**src/rtl/fs_pkg.sv**
```systemverilog
// Shared stage state types and coefficient-fetch geometry for the inverse-transform datapath.
package fs_pkg;

  typedef enum logic [2:0] {
    S_FS_IDLE,
    S_FS_LI_1,
    S_FS_LI_2,
    S_FS_LI_3,
    S_FS_CC,
    S_FS_LO_1,
    S_FS_LO_2,
    S_FS_LO_3
  } FS_state_type;

  typedef enum logic [1:0] {
    FS_SEG_Y,
    FS_SEG_U,
    FS_SEG_V
  } fs_seg_t;

  localparam logic [17:0] FS_Y_BASE = 18'd76800;
  localparam logic [17:0] FS_U_BASE = 18'd153600;
  localparam logic [17:0] FS_V_BASE = 18'd192000;

  localparam int unsigned FS_Y_STRIDE  = 320;
  localparam int unsigned FS_UV_STRIDE = 160;

  localparam logic [5:0] FS_Y_C_END  = 6'd39;
  localparam logic [5:0] FS_UV_C_END = 6'd19;
  localparam logic [4:0] FS_R_END    = 5'd29;

  function automatic logic [5:0] fs_c_end(input fs_seg_t seg);
    return (seg == FS_SEG_Y) ? FS_Y_C_END : FS_UV_C_END;
  endfunction

  function automatic fs_seg_t fs_next_seg(input fs_seg_t seg);
    case (seg)
      FS_SEG_Y: return FS_SEG_U;
      FS_SEG_U: return FS_SEG_V;
      default:  return FS_SEG_Y;
    endcase
  endfunction

endpackage

```
**src/rtl/fs_addr_gen.sv**
```systemverilog
// Combinational SRAM address for one coefficient: segment base + block row/column + element.
module fs_addr_gen
  import fs_pkg::*;
(
  input  fs_seg_t     seg,
  input  logic [4:0]  rb,
  input  logic [5:0]  cb,
  input  logic [5:0]  ec,
  output logic [17:0] addr
);

  logic [17:0] ra;
  logic [17:0] ca;
  logic [17:0] base;
  logic [17:0] row_off;

  always_comb begin
    ra = {10'd0, rb, ec[5:3]};
    ca = {9'd0, cb, ec[2:0]};
    case (seg)
      FS_SEG_U: base = FS_U_BASE;
      FS_SEG_V: base = FS_V_BASE;
      default:  base = FS_Y_BASE;
    endcase
    // Row stride as shift-add: 320 = 256 + 64, 160 = 128 + 32.
    if (seg == FS_SEG_Y) row_off = (ra << 8) + (ra << 6);
    else                 row_off = (ra << 7) + (ra << 5);
    addr = base + row_off + ca;
  end

endmodule

```
**src/rtl/fs_fetch.sv**
```systemverilog
// Fetches one 8x8 block of signed 16-bit coefficients from SRAM into the DPRAM per FS_start.
// Optional FS_PINGPONG_EN alternates consecutive blocks between DPRAM halves 0..63 / 64..127.
module fs_fetch
  import fs_pkg::*;
(
  input  logic        CLOCK_50_I,
  input  logic        Resetn,
  input  logic        FS_start,
  output logic        FS_done,
  output logic [17:0] SRAM_address,
  output logic        SRAM_we_n,
  input  logic [15:0] SRAM_read_data,
  output logic [6:0]  s_write_address,
  output logic [31:0] s_write_data,
  output logic        s_write_enable
);

  FS_state_type state, state_n;
  fs_seg_t      seg;
  logic [4:0]   rb;
  logic [5:0]   cb;
  logic [5:0]   ec;
  logic [5:0]   wc;
  logic         bank;
  logic [17:0]  addr_next;
  logic         iss_en;
  logic         wr_en;

  assign SRAM_we_n = 1'b1;

  fs_addr_gen u_addr_gen (
    .seg  (seg),
    .rb   (rb),
    .cb   (cb),
    .ec   (ec),
    .addr (addr_next)
  );

  always_ff @(posedge CLOCK_50_I or negedge Resetn) begin
    if (!Resetn) state <= S_FS_IDLE;
    else         state <= state_n;
  end

  always_comb begin
    state_n = state;
    iss_en  = 1'b0;
    wr_en   = 1'b0;
    case (state)
      S_FS_IDLE: if (FS_start) state_n = S_FS_LI_1;
      S_FS_LI_1: begin iss_en = 1'b1; state_n = S_FS_LI_2; end
      S_FS_LI_2: begin iss_en = 1'b1; state_n = S_FS_LI_3; end
      S_FS_LI_3: begin iss_en = 1'b1; state_n = S_FS_CC;   end
      S_FS_CC: begin
        wr_en = 1'b1;
        // ec wraps to 0 right after element 63 is issued; that cycle still carries a write.
        if (ec == 6'd0) state_n = S_FS_LO_1;
        else            iss_en  = 1'b1;
      end
      S_FS_LO_1: begin wr_en = 1'b1; state_n = S_FS_LO_2; end
      S_FS_LO_2: begin wr_en = 1'b1; state_n = S_FS_LO_3; end
      S_FS_LO_3: state_n = S_FS_IDLE;
      default:   state_n = S_FS_IDLE;
    endcase
  end

  always_ff @(posedge CLOCK_50_I or negedge Resetn) begin
    if (!Resetn) begin
      ec              <= '0;
      wc              <= '0;
      cb              <= '0;
      rb              <= '0;
      seg             <= FS_SEG_Y;
      SRAM_address    <= '0;
      s_write_address <= '0;
      s_write_data    <= '0;
      s_write_enable  <= 1'b0;
      FS_done         <= 1'b0;
    end else begin
      s_write_enable <= wr_en;
      FS_done        <= (state == S_FS_LO_3);
      if (iss_en) begin
        SRAM_address <= addr_next;
        ec           <= ec + 6'd1;
      end
      if (wr_en) begin
        s_write_address <= {bank, wc};
        s_write_data    <= {{16{SRAM_read_data[15]}}, SRAM_read_data};
        wc              <= wc + 6'd1;
      end
      if (state == S_FS_LO_3) begin
        if (cb == fs_c_end(seg)) begin
          cb <= '0;
          if (rb == FS_R_END) begin
            rb  <= '0;
            seg <= fs_next_seg(seg);
          end else begin
            rb <= rb + 5'd1;
          end
        end else begin
          cb <= cb + 6'd1;
        end
      end
    end
  end

`ifdef FS_PINGPONG_EN
  always_ff @(posedge CLOCK_50_I or negedge Resetn) begin
    if (!Resetn)                 bank <= 1'b0;
    else if (state == S_FS_LO_3) bank <= ~bank;
  end
`else
  assign bank = 1'b0;
`endif

endmodule

```
**config.mk**
```make
export PLATFORM = sky130hd
export DESIGN_NAME = fs_fetch
export DESIGN_NICKNAME = d
export VERILOG_FILES = /design/src/rtl/fs_pkg.sv /design/src/rtl/fs_addr_gen.sv /design/src/rtl/fs_fetch.sv
export SDC_FILE = /design/constraint.sdc
export NUM_CORES = 1
export LEC_CHECK = 0
export ABC_AREA = 1
export ABC_CLOCK_PERIOD_IN_PS = 3700
export CELL_PAD_IN_SITES_DETAIL_PLACEMENT = 2
export CELL_PAD_IN_SITES_GLOBAL_PLACEMENT = 2
export CORE_MARGIN = 2
export CORE_UTILIZATION = 38
export CTS_CLUSTER_SIZE = 20
export DETAILED_ROUTE_END_ITERATION = 8
export DONT_BUFFER_PORTS = 1
export PLACE_DENSITY = 0.85
export SLEW_MARGIN = 20
export SYNTH_ARGS = -nofsm -noshare
export SYNTH_HDL_FRONTEND = slang
export SYNTH_SLANG_ARGS = --single-unit
```
**constraint.sdc**
```tcl
create_clock -name CLOCK_50_I -period 3.7 [get_ports CLOCK_50_I]
set_clock_uncertainty 0.15 [all_clocks]
set_input_delay 1.11 -clock CLOCK_50_I [delete_from_list [all_inputs] [get_ports CLOCK_50_I]]
set_output_delay 1.11 -clock CLOCK_50_I [all_outputs]
set_load 0.05 [all_outputs]
```
==> key figures <==
Logic synthesis
  – Syn_area_per_cell: 8.442 sq um
  – Synthesis Warnings: 0
  – Syn nets: 537
  – Seq/Total Area, Yosys: 0.4235
  – Synth Instances: 490
  – Synth cell count leaders: nand2_1, dfrtp_1, inv_1
  – Synthesized area: 4136 sq um
  – Yosys top cell by area: dfrtp_1
  – Top cells by area, synth: dfrtp_1, nand2_1, ha_1
  – Ys flop type: dfrtp_1
  – #FFs+latches synth: 70
  – Post-synth EDFFs: 0
  – Synth async-reset ratio: 1.000
  – Synth cell types: 46
  – Top-count cell post-synth: nand2_1
  – Synth top area share: 0.4235

Setup path
  – Crit start category: flop
  – Crit. End Element: flop
  – Worst R2R End: SRAM_address[16]$_DFFE_PN0P_
  – Max FO, Critical Path: 4
  – Critical path arrival: 3.64 ns
  – Reg-to-Reg Start: ec[5]$_DFFE_PN0P_
  – R2R depth: 20
  – Setup CP Type: reg -> reg
  – Reg2Reg Setup Slack: 0.21 ns
  – Required @ worst endpoint: 3.85 ns

Route
  – Avg WL per Cell: 18.07 um
  – Via density: 5.229
  – Post-Route WL: 11.20 mm
  – Iter 0 DRT Violations: 104
  – 1st-pass router iterations: 4
  – Vias: 3,242
  – Post-route DRC violation count: 0
  – Post-route ant nets: 0

Clock network
  – CTS Root Cell: clkbuf_8
  – CTS Buf Count: 9
  – Post-cts resize count: 0
  – Post-CTS setup buffers: 0
  – Worst-Skew Late Latency: 0.36 ns
  – Max Root-Sink Buffers: 2
  – CTS clk-pin slew, worst paths: 0.07 ns
  – TritonCTS clock tree: yes
  – H-tree depth: 3
  – TritonCTS Sinks: 70
  – Hold Buf Count CTS: 0

Floorplan
  – Num rows: 38
  – DIE WIDTH: 108.3 um
  – Chip height: 108.3 um
  – Initial Util: 0.3850
  – Core Box Area: 10,750 sq um
  – Area of the die: 11,740 sq um
  – Top Ports: 79

STA
  – Minimum clock period after layout: 3.492 ns
  – Number of hold violations in the final report: 0
  – Least-Margin Pin Slew: 0.9928 ns
  – Relative slew slack: 0.3374
  – Crit share post-route: 0.9437
  – Max-slew violation count: 0
  – Final Setup Violations: 0
  – Fmax achieved: 286.4 MHz

Run status
  – Status: finished clean

Power
  – Power Dens Cells: 966.6 nW/um^2
  – Max rail drop VDD: 0.8898 mV
  – Power Total: 4242 uW
  – Pleak: 0.002175 uW

Run
  – Max Cap Violations: 0

Finish
  – # fillers: 1,195
  – Fin util: 0.4084
  – Inserted Diodes: 0
  – P&R area growth vs syn: 6.080%
  – Final cell count without fillers: 620
  – Nets@finish: 523
  – Layout cells sized above 1: 0.1458

Place
  – Port buffer count: 0
  – Final HPWL DP: 8.159 mm
  – Post-placement cell count: 605
  – Placer Congestion: 0.7819

Global route
  – Largest net degree at the start of global routing: 71
  – Total grt overflow: 0
  – Initial antenna violation count: 0
  – Vias in the first global route: 3,542
  – All-Layer GR Usage: 0.1956
  – First-pass GRT wire length: 17.84 mm

Min path
  – Hold Crit Class: in -> async
-- sequential cells by signal (all words and copies together), names as in the netlist --
register         flops
state                3
SRAM_address        18
cb                   6
rb                   5
s_write_address      6
ec                   6
seg                  2
s_write_data        16
FS_done              1
s_write_enable       1
wc                   6
-- metal layers --
metal	vias up	part of all wire	track usage
met2	56	0.51	0.3365
met5	-	0	0
met4	0	0.021	0.08974
met3	18	0.040	0.03617
li1	1533	-	-
met1	1635	0.43	0.2373
-- worst max-delay path by stage --
stage	start	to	slack, ns
after floorplan	ec[3]$_DFFE_PN0P_	SRAM_address[16]$_DFFE_PN0P_	0.62
after global placement	ec[3]$_DFFE_PN0P_	SRAM_address[16]$_DFFE_PN0P_	0.40
after detailed placement	ec[5]$_DFFE_PN0P_	SRAM_address[17]$_DFFE_PN0P_	0.11
after CTS	ec[5]$_DFFE_PN0P_	SRAM_address[17]$_DFFE_PN0P_	0.07
after global routing	ec[5]$_DFFE_PN0P_	SRAM_address[16]$_DFFE_PN0P_	-0.03
final	ec[5]$_DFFE_PN0P_	SRAM_address[16]$_DFFE_PN0P_	0.21
-- area by class of cell --
type | count | area (sq um) | share of cell area
Multi-Input combinational cell | 338 | 1993 | 0.4542
Sequential cell | 70 | 1758 | 0.4006
Inverter | 54 | 207.7 | 0.04733
Tap cell | 140 | 175.2 | 0.03992
Clock buffer | 9 | 123.9 | 0.02823
Clock inverter | 6 | 87.58 | 0.01996
Timing Repair Buffer | 3 | 42.54 | 0.009695
-- report_power, final --
group / leakage (uW) / switching [uW] / internal (uW)
registers: 0.000870 / 937 / 1070
clock network: 0.000109 / 312 / 376
logic: 0.00120 / 1160 / 389
-- cells in the final DEF (no fill, tap or decap), drive strengths merged, types with 2 or more instances in the layout --
master | netlist | routed
nand2 | 154 | 154
dfrtp | 70 | 70
inv | 52 | 52
nand3 | 34 | 34
o21ai | 28 | 28
ha | 26 | 26
nor2 | 23 | 23
a21oi | 19 | 19
xor2 | 10 | 10
nor3 | 10 | 10
clkbuf | 1 | 9
clkinv | 2 | 6
a31oi | 5 | 5
nand4 | 4 | 4
or2 | 4 | 4
nand3b | 3 | 3
xnor2 | 3 | 3
o22ai | 3 | 3
buf | 27 | 3
nor3b | 2 | 2
fa | 2 | 2
conb | 2 | 2
bufinv | 0 | 2
-- metrics by stage --
| step | hold slack (ns) | instance area (sq um) | setup TNS [ns] | setup slack (ns) |
|---|---|---|---|---|
| 3_3_place_gp | 0.3174 | 4150 | 0 | 0.4042 |
| 2_1_floorplan | 0.3023 | 4136 | 0 | 0.6202 |
| 5_1_grt | 0.2655 | 4388 | -0.04730 | -0.03132 |
| 6_report | 0.2872 | 4388 | 0 | 0.2085 |
| 3_5_place_dp | 0.3282 | 4150 | 0 | 0.1135 |
| 4_1_cts | 0.2673 | 4362 | 0 | 0.07331 |
-- critical path, cell delays in order (launching register included) --
cell      delay, ns
dfrtp_2        0.44
ha_1           0.23
inv_1          0.07
fa_1           0.40
inv_1          0.10
nand2_1        0.09
nand2_1        0.13
a31o_1         0.17
a21oi_1        0.08
or2_1          0.25
nor2_1         0.12
nand2_1        0.06
nand2_1        0.06
ha_1           0.28
nand2_1        0.14
nor2_1         0.08
a211oi_2       0.22
nand2_1        0.11
nand2_1        0.08
nand3_2        0.06
nand2_1        0.08
-- logic make-up (layout without fill, tap and decap cells) --
family | count (synthesis) | in the layout | share of synthesized area
flip-flops | 70 | 70 | 0.4235
XOR/XNOR | 13 | 13 | 0.02753
AND/OR/NAND/NOR | 234 | 234 | 0.2698
other | 2 | 2 | 0.001816
adder cells (fa/ha/maj) | 28 | 28 | 0.08832
buffers and inverters | 82 | 72 | 0.1004
AO/OA/AOI/OAI | 61 | 61 | 0.08863
No activity file was read; power rests on OpenSTA's default activity.
